### src/rtl/axi_sys_bridge.sv
// axi_sys_bridge
//
// AXI slave that accepts single-beat AXI reads and writes. It turns each one
// into a one-cycle strobe on the simple system register bus, waits for the
// peripheral to ack or flag an error, and then returns the AXI response.
//
// Parameters
//   IW  : AXI ID width. AWID/ARID are echoed on BID/RID.
//   TMO : ack timeout in clock cycles, counted from the strobe cycle
//         (legal range 1..255).
//
// Optional feature macro
//   AXI_SYS_BRIDGE_TMO_EN : when defined, an ACC state that sees neither ack
//                           nor err within TMO cycles ends with SLVERR.
//                           When undefined, the ACC states wait indefinitely
//                           and TMO is not used.
//
// Ports
//   aclk_i, arst_i               : clock and asynchronous active-high reset
//   aw*_i / awready_o            : write address channel
//   w*_i  / wready_o             : write data channel (every beat is last)
//   bid_o, bresp_o, bvalid_o,
//   bready_i                     : write response channel
//   ar*_i / arready_o            : read address channel
//   rid_o, rdata_o, rresp_o,
//   rlast_o, rvalid_o, rready_i  : read data channel
//   sys_addr_o, sys_wdata_o,
//   sys_sel_o                    : latched address, write data, byte select
//   sys_wen_o, sys_ren_o         : one-cycle write / read strobes
//   sys_rdata_i, sys_err_i,
//   sys_ack_i                    : peripheral read data, error and done
//
// Every output comes straight from a register.

module axi_sys_bridge #(
  parameter int IW  = 4,
  parameter int TMO = 16
) (
  input  logic          aclk_i,
  input  logic          arst_i,
  input  logic [IW-1:0] awid_i,
  input  logic [31:0]   awaddr_i,
  input  logic          awvalid_i,
  output logic          awready_o,
  input  logic [31:0]   wdata_i,
  input  logic [3:0]    wstrb_i,
  input  logic          wvalid_i,
  output logic          wready_o,
  output logic [IW-1:0] bid_o,
  output logic [1:0]    bresp_o,
  output logic          bvalid_o,
  input  logic          bready_i,
  input  logic [IW-1:0] arid_i,
  input  logic [31:0]   araddr_i,
  input  logic          arvalid_i,
  output logic          arready_o,
  output logic [IW-1:0] rid_o,
  output logic [31:0]   rdata_o,
  output logic [1:0]    rresp_o,
  output logic          rlast_o,
  output logic          rvalid_o,
  input  logic          rready_i,
  output logic [31:0]   sys_addr_o,
  output logic [31:0]   sys_wdata_o,
  output logic [3:0]    sys_sel_o,
  output logic          sys_wen_o,
  output logic          sys_ren_o,
  input  logic [31:0]   sys_rdata_i,
  input  logic          sys_err_i,
  input  logic          sys_ack_i
);

  typedef enum logic [2:0] {
    IDLE,
    WR_ACC,
    WR_RESP,
    RD_ACC,
    RD_RESP
  } state_t;

  state_t        state_q;
  logic          strobed_q;
  logic          awready_q;
  logic          wready_q;
  logic          arready_q;
  logic [IW-1:0] bid_q;
  logic [IW-1:0] rid_q;
  logic [1:0]    bresp_q;
  logic [1:0]    rresp_q;
  logic          bvalid_q;
  logic          rvalid_q;
  logic [31:0]   rdata_q;
  logic [31:0]   sysAddr_q;
  logic [31:0]   sysWdata_q;
  logic [3:0]    sysSel_q;
  logic          sysWen_q;
  logic          sysRen_q;

  logic          tmoHit;
  logic          accDone;
  logic          accErr;

`ifdef AXI_SYS_BRIDGE_TMO_EN
  localparam logic [7:0] TmoLast = 8'(TMO - 1);

  logic [7:0] tmoCnt_q;

  // Cleared on the edge that raises the strobe, so in the strobe cycle the
  // count is 0. When the count reaches TMO-1 with no ack, the response
  // appears in cycle strobe+TMO. The count saturates, so it cannot wrap.
  always_ff @(posedge aclk_i or posedge arst_i) begin
    if (arst_i) begin
      tmoCnt_q <= '0;
    end else if ((state_q == WR_ACC || state_q == RD_ACC) && !strobed_q) begin
      tmoCnt_q <= '0;
    end else if (tmoCnt_q != TmoLast) begin
      tmoCnt_q <= tmoCnt_q + 8'd1;
    end
  end

  assign tmoHit = (tmoCnt_q == TmoLast);
`else
  assign tmoHit = 1'b0;
`endif

  // err wins over ack. An ack that arrives in the timeout cycle still counts
  // as in time.
  assign accDone = sys_err_i | sys_ack_i | tmoHit;
  assign accErr  = sys_err_i | (~sys_ack_i & tmoHit);

  // Main FSM. The ready pulses and the sys strobes default low every cycle.
  // Each ACC state takes two steps. In its first cycle the AXI ready pulse is
  // visible and the strobe is raised. From the strobe cycle on, ack/err are
  // sampled.
  always_ff @(posedge aclk_i or posedge arst_i) begin
    if (arst_i) begin
      state_q    <= IDLE;
      strobed_q  <= 1'b0;
      awready_q  <= 1'b0;
      wready_q   <= 1'b0;
      arready_q  <= 1'b0;
      bid_q      <= '0;
      rid_q      <= '0;
      bresp_q    <= 2'b00;
      rresp_q    <= 2'b00;
      bvalid_q   <= 1'b0;
      rvalid_q   <= 1'b0;
      rdata_q    <= '0;
      sysAddr_q  <= '0;
      sysWdata_q <= '0;
      sysSel_q   <= '0;
      sysWen_q   <= 1'b0;
      sysRen_q   <= 1'b0;
    end else begin
      awready_q <= 1'b0;
      wready_q  <= 1'b0;
      arready_q <= 1'b0;
      sysWen_q  <= 1'b0;
      sysRen_q  <= 1'b0;

      case (state_q)
        IDLE: begin
          // A write is accepted only when AW and W are both present.
          // A lone AW or W does not block a pending read.
          if (awvalid_i && wvalid_i) begin
            awready_q  <= 1'b1;
            wready_q   <= 1'b1;
            bid_q      <= awid_i;
            sysAddr_q  <= awaddr_i;
            sysWdata_q <= wdata_i;
            sysSel_q   <= wstrb_i;
            strobed_q  <= 1'b0;
            state_q    <= WR_ACC;
          end else if (arvalid_i) begin
            arready_q <= 1'b1;
            rid_q     <= arid_i;
            sysAddr_q <= araddr_i;
            sysSel_q  <= 4'hF;
            strobed_q <= 1'b0;
            state_q   <= RD_ACC;
          end
        end

        WR_ACC: begin
          if (!strobed_q) begin
            sysWen_q  <= 1'b1;
            strobed_q <= 1'b1;
          end else if (accDone) begin
            bresp_q  <= accErr ? 2'b10 : 2'b00;
            bvalid_q <= 1'b1;
            state_q  <= WR_RESP;
          end
        end

        WR_RESP: begin
          if (bready_i) begin
            bvalid_q <= 1'b0;
            state_q  <= IDLE;
          end
        end

        RD_ACC: begin
          if (!strobed_q) begin
            sysRen_q  <= 1'b1;
            strobed_q <= 1'b1;
          end else if (accDone) begin
            rresp_q  <= accErr ? 2'b10 : 2'b00;
            rdata_q  <= accErr ? 32'h0 : sys_rdata_i;
            rvalid_q <= 1'b1;
            state_q  <= RD_RESP;
          end
        end

        RD_RESP: begin
          if (rready_i) begin
            rvalid_q <= 1'b0;
            state_q  <= IDLE;
          end
        end

        default: state_q <= IDLE;
      endcase
    end
  end

  assign awready_o   = awready_q;
  assign wready_o    = wready_q;
  assign arready_o   = arready_q;
  assign bid_o       = bid_q;
  assign bresp_o     = bresp_q;
  assign bvalid_o    = bvalid_q;
  assign rid_o       = rid_q;
  assign rdata_o     = rdata_q;
  assign rresp_o     = rresp_q;
  assign rvalid_o    = rvalid_q;
  assign rlast_o     = rvalid_q;
  assign sys_addr_o  = sysAddr_q;
  assign sys_wdata_o = sysWdata_q;
  assign sys_sel_o   = sysSel_q;
  assign sys_wen_o   = sysWen_q;
  assign sys_ren_o   = sysRen_q;

endmodule

### config.mk
export PLATFORM = sky130hd
export DESIGN_NAME = axi_sys_bridge
export DESIGN_NICKNAME = d
export VERILOG_FILES = /design/src/rtl/axi_sys_bridge.sv
export SDC_FILE = /design/constraint.sdc
export NUM_CORES = 1
export LEC_CHECK = 0
export ABC_AREA = 1
export CORE_ASPECT_RATIO = 1.2
export CORE_MARGIN = 2
export CORE_UTILIZATION = 30
export CTS_BUF_LIST = sky130_fd_sc_hd__clkbuf_4
export DETAILED_ROUTE_END_ITERATION = 12
export PLACE_DENSITY = 0.75
export SYNTH_ARGS = -nofsm -noshare
export SYNTH_HDL_FRONTEND = slang
export SYNTH_SLANG_ARGS = --single-unit
### constraint.sdc
create_clock -name aclk_i -period 6.5 [get_ports aclk_i]
set_input_delay 0.975 -clock aclk_i [delete_from_list [all_inputs] [get_ports aclk_i]]
set_output_delay 0.975 -clock aclk_i [all_outputs]
set_load 0.02 [all_outputs]
==> results list <==
* Critical register-to-register path startpoint: state_q[2]
- Delay-heaviest family, CP: buffers and inverters
- Library cells used by synthesis: 22
- Effective utilization at floorplan: 30.8%
* Total via count in the routed design: 4644
* Chip Height: 146 microns
- Overflow after GRT: 0
* Detail Route Antenna Nets: 0
* RSZ-0062 raised after global routing: no
- Once detailed placement completed, the half-perimeter wirelength came to 10400 microns.
* Yosys warning total: 0
- Number of antenna violations at the first check in global routing: 2
- Hold-fix buffers at CTS: 0
- Global router's overall resource usage: 16.7%
* Fin util: 49.6%
* Leakage power total: 4.03 nW
- STA classifies the critical path endpoint as a flip-flop.
* Origin of the worst setup path: awvalid_i
- The filler cells instantiated in the layout total about 1600.
- Post-CTS setup buffer count: 0
* Setup skew after layout: 0.0156 ns
- Post-CTS repair changed the size of 0 cells.
* Final min period: 2.67 ns
- Overall routed net length: 14600 microns
- Buf+Inv Stages, Crit Path: 2
- For the worst setup path, the data required time is 6.95 ns.
- Number of hold violations in the final report: 0
- Dividing the detail-routed via count by the number of cells gives 4.30.
* Maximum number of pins on one net before global-route repair: between 70 and 80
* Ports placed on the boundary: 269
- Class of the most critical setup path: primary input to flip-flop
- Clock-pin slew was measured on the worst setup and hold paths at 0.12 ns.
- Cts bufs inserted: 17
* Insertion delay of the later-clocked pin in the worst-skew pair: 0.52 ns
- In this run the power density over the cells is 450 mW/mm^2.
- After the first detailed-routing iteration, the DRC count stood at 210.
- Area of the core region: 0.0163 sq mm
- Setup Viol. Count Final: 0
- The final max-slew violation count was 0.
* Worst-margin pin slew: 0.877 ns
* Arrival time at the worst endpoint: 3.12 ns
- For this run, the slowest stage of the critical path takes 0.69 ns.
* Number of maximum-capacitance constraint violations: 0
* Place WS: 3.21 ns
- After synthesis the cells add up to roughly 0.005 sq mm.
- After synthesis the netlist holds a flip-flop and latch count of 120.
* Largest driver fanout on the critical path: 42
* Maximum level of the CTS H-tree: 4
* Sequential cell area fraction in the yosys report: between 50 and 60%
- The area growth from synthesis to layout is 61.0%.
- Normalized max-slew margin: approximately two fifths
- Worst voltage drop across the vdd grid: 0.179 mV
- The min-delay analysis places its worst path in the category flip-flop to flip-flop.
* Std cell rows: just over 50
- Setup total negative slack on the finished layout was measured at 0 ns.
- The worst setup path is launched from a primary input.
- DIE AREA: 0.0178 sq mm
- Of the available clock period, the critical path in the final layout requires 41.1%.
- Total Nets Final: 1004
- Routability-driven placement finished with a final weighted congestion of between 0.7 and 0.8.
- Wire length of the first global-routing pass: 23200 microns
* Sinks on Clock Net: 120
* Cell Count, Final, Fillers Out: 1080
- The flow ran to the end, and the final reports show no timing, DRC or antenna violations.
* Launch instance of the worst min-delay path: strobed_q
- Vias in the first global route: 4580
- Syn Inst Count: approximately 600
* CTS Root Cell: sky130_fd_sc_hd__clkbuf_4
- Fraction of final layout cells with drive strength greater than 1: 4.96%
- A synthesized cell averages 8.43 sq um.
- For this run, design rule violations remaining after detail routing come to 0.
- Routed len/inst: 13.5 microns
- Die Wd: 122 microns
- Maximum buffer depth of the clock tree: 2
- Minimum setup slack in the final design: 3.83 ns
- DRT Pass-1 Iters: 4
- Cell at the slowest stage of the critical path: sky130_fd_sc_hd__inv_2
- Worst path cell trace: clkdlybuf4s50_1 -> nand2_2 -> nand2_1 -> nand2_2 -> inv_2 -> o211ai_1 -> nand2_1
- In this run the tool buffered the top-level ports with 266 buffer cells.
- Static timing analysis puts the maximum clock frequency at 375 MHz.
- Number of placed instances, taps included: around 1000
- TritonCTS built the clock tree.
-- registers in the layout, indices dropped and copies added, names as in the netlist --
register and flops:
sys_wen_o 1, sys_wdata_o 32, bresp_o 1, arready_o 1, rlast_o 1, sys_ren_o 1
state_q 3, rresp_o 1, bvalid_o 1, strobed_q 1, bid_o 4, rdata_o 32
sys_sel_o 4, rid_o 4, sys_addr_o 32, wready_o 1
-- placed cells by master, fill, tap and decap left out, drive strengths merged --
cell type	n
nor3	1
clkinv	9
conb	2
clkbuf	17
nand2	333
clkdlybuf4s50	266
diode	1
clkinvlp	1
buf	3
dfrtp	120
o211ai	32
o21ai	9
nand3b	1
nand3	4
inv	47
a21oi	1
nor2	18
bufinv	3
-- worst reg2reg max path: stages (launching register included) --
cell,delay [ns]
sky130_fd_sc_hd__dfrtp_1,0.42
sky130_fd_sc_hd__nor2_1,0.18
sky130_fd_sc_hd__nand2_1,0.14
sky130_fd_sc_hd__inv_1,0.11
sky130_fd_sc_hd__nand2_2,0.47
sky130_fd_sc_hd__inv_2,0.70
sky130_fd_sc_hd__o211ai_1,0.21
sky130_fd_sc_hd__nand2_1,0.11
-- per-layer routing --
| layer | share of wire [%] | global-route usage, % |
|---|---|---|
| met2 | 49 | 27.6 |
| met4 | 2.5 | 6.90 |
| met1 | 40 | 19.1 |
| met5 | 0 | 0 |
| met3 | 8.7 | 6.66 |
-- report_power, final --
part | leakage (nW) | switching (mW) | internal [mW]
combinational | 2.36 | 0.979 | 0.829
sequential | 1.51 | 0.193 | 1.09
clock | 0.159 | 0.291 | 0.261
-- logic make-up (layout without fill, tap and decap cells) --
family                 Yosys count  count (layout)  synth area share, %
AO/OA/AOI/OAI                   42              42                 5.77
buffers and inverters           77             346                 7.06
flip-flops                     120             120                 59.7
other                            1               3               0.0746
AND/OR/NAND/NOR                357             357                 27.4
-- per-stage QoR --
step	power, mW	cell area, sq um	hold WS [ns]
detailed placement	3.13	7810	0.457
global route	3.91	8100	0.502
global placement	3.10	7810	0.452
CTS	3.70	8090	0.484
finish	3.64	8100	0.477
floorplan	2.21	5030	0.431
-- final cells by class --
class                           count  area (sq um)  area share (%)
Inverter                           46           175            2.16
Clock buffer                       17           128            1.58
Multi-Input combinational cell    401          1680            20.8
Sequential cell                   120          3000            37.1
Antenna cell                        1          2.50          0.0309
Timing Repair Buffer              269          2690            33.2
Tap cell                          212           265            3.28
Clock inverter                     14           158            1.95
-- Yosys cell counts --
| library cell | number | area [sq um] |
|---|---|---|
| sky130_fd_sc_hd__o21ai_0 | 8 | 40.0 |
| sky130_fd_sc_hd__o21ai_1 | 1 | 5.00 |
| sky130_fd_sc_hd__inv_2 | 2 | 7.51 |
| sky130_fd_sc_hd__buf_4 | 8 | 60.1 |
| sky130_fd_sc_hd__nor2_1 | 15 | 56.3 |
| sky130_fd_sc_hd__nand3b_1 | 1 | 7.51 |
| sky130_fd_sc_hd__clkbuf_1 | 7 | 26.3 |
| sky130_fd_sc_hd__nand3_4 | 1 | 17.5 |
| sky130_fd_sc_hd__nor2_2 | 2 | 12.5 |
| sky130_fd_sc_hd__nor2_4 | 1 | 11.3 |
| sky130_fd_sc_hd__dfrtp_1 | 120 | 3000 |
| sky130_fd_sc_hd__inv_1 | 44 | 165 |
| sky130_fd_sc_hd__o211ai_1 | 32 | 240 |
| sky130_fd_sc_hd__nand2_1 | 332 | 1250 |
| sky130_fd_sc_hd__nand2_2 | 1 | 6.26 |
| sky130_fd_sc_hd__nor3_1 | 1 | 5.00 |
| sky130_fd_sc_hd__buf_6 | 3 | 33.8 |
| sky130_fd_sc_hd__a21oi_1 | 1 | 5.00 |
| sky130_fd_sc_hd__buf_1 | 2 | 7.51 |
| sky130_fd_sc_hd__buf_2 | 11 | 55.1 |
| sky130_fd_sc_hd__nand3_1 | 3 | 15.0 |
| sky130_fd_sc_hd__conb_1 | 1 | 3.75 |
-- final timing paths --
kind / to / slack (ns) / cells past startpoint
min in group asynchronous: rdata_o[2] / 0.98 / 2
max in group asynchronous: sys_addr_o[15] / 4.31 / 3
worst min register to register: sys_ren_o / 0.48 / 1
worst max-delay path: sys_addr_o[28] / 3.83 / 7
worst min-delay path: sys_ren_o / 0.48 / 1
worst max register to register: sys_addr_o[28] / 4.12 / 7
(Power assumes the default switching activity.)
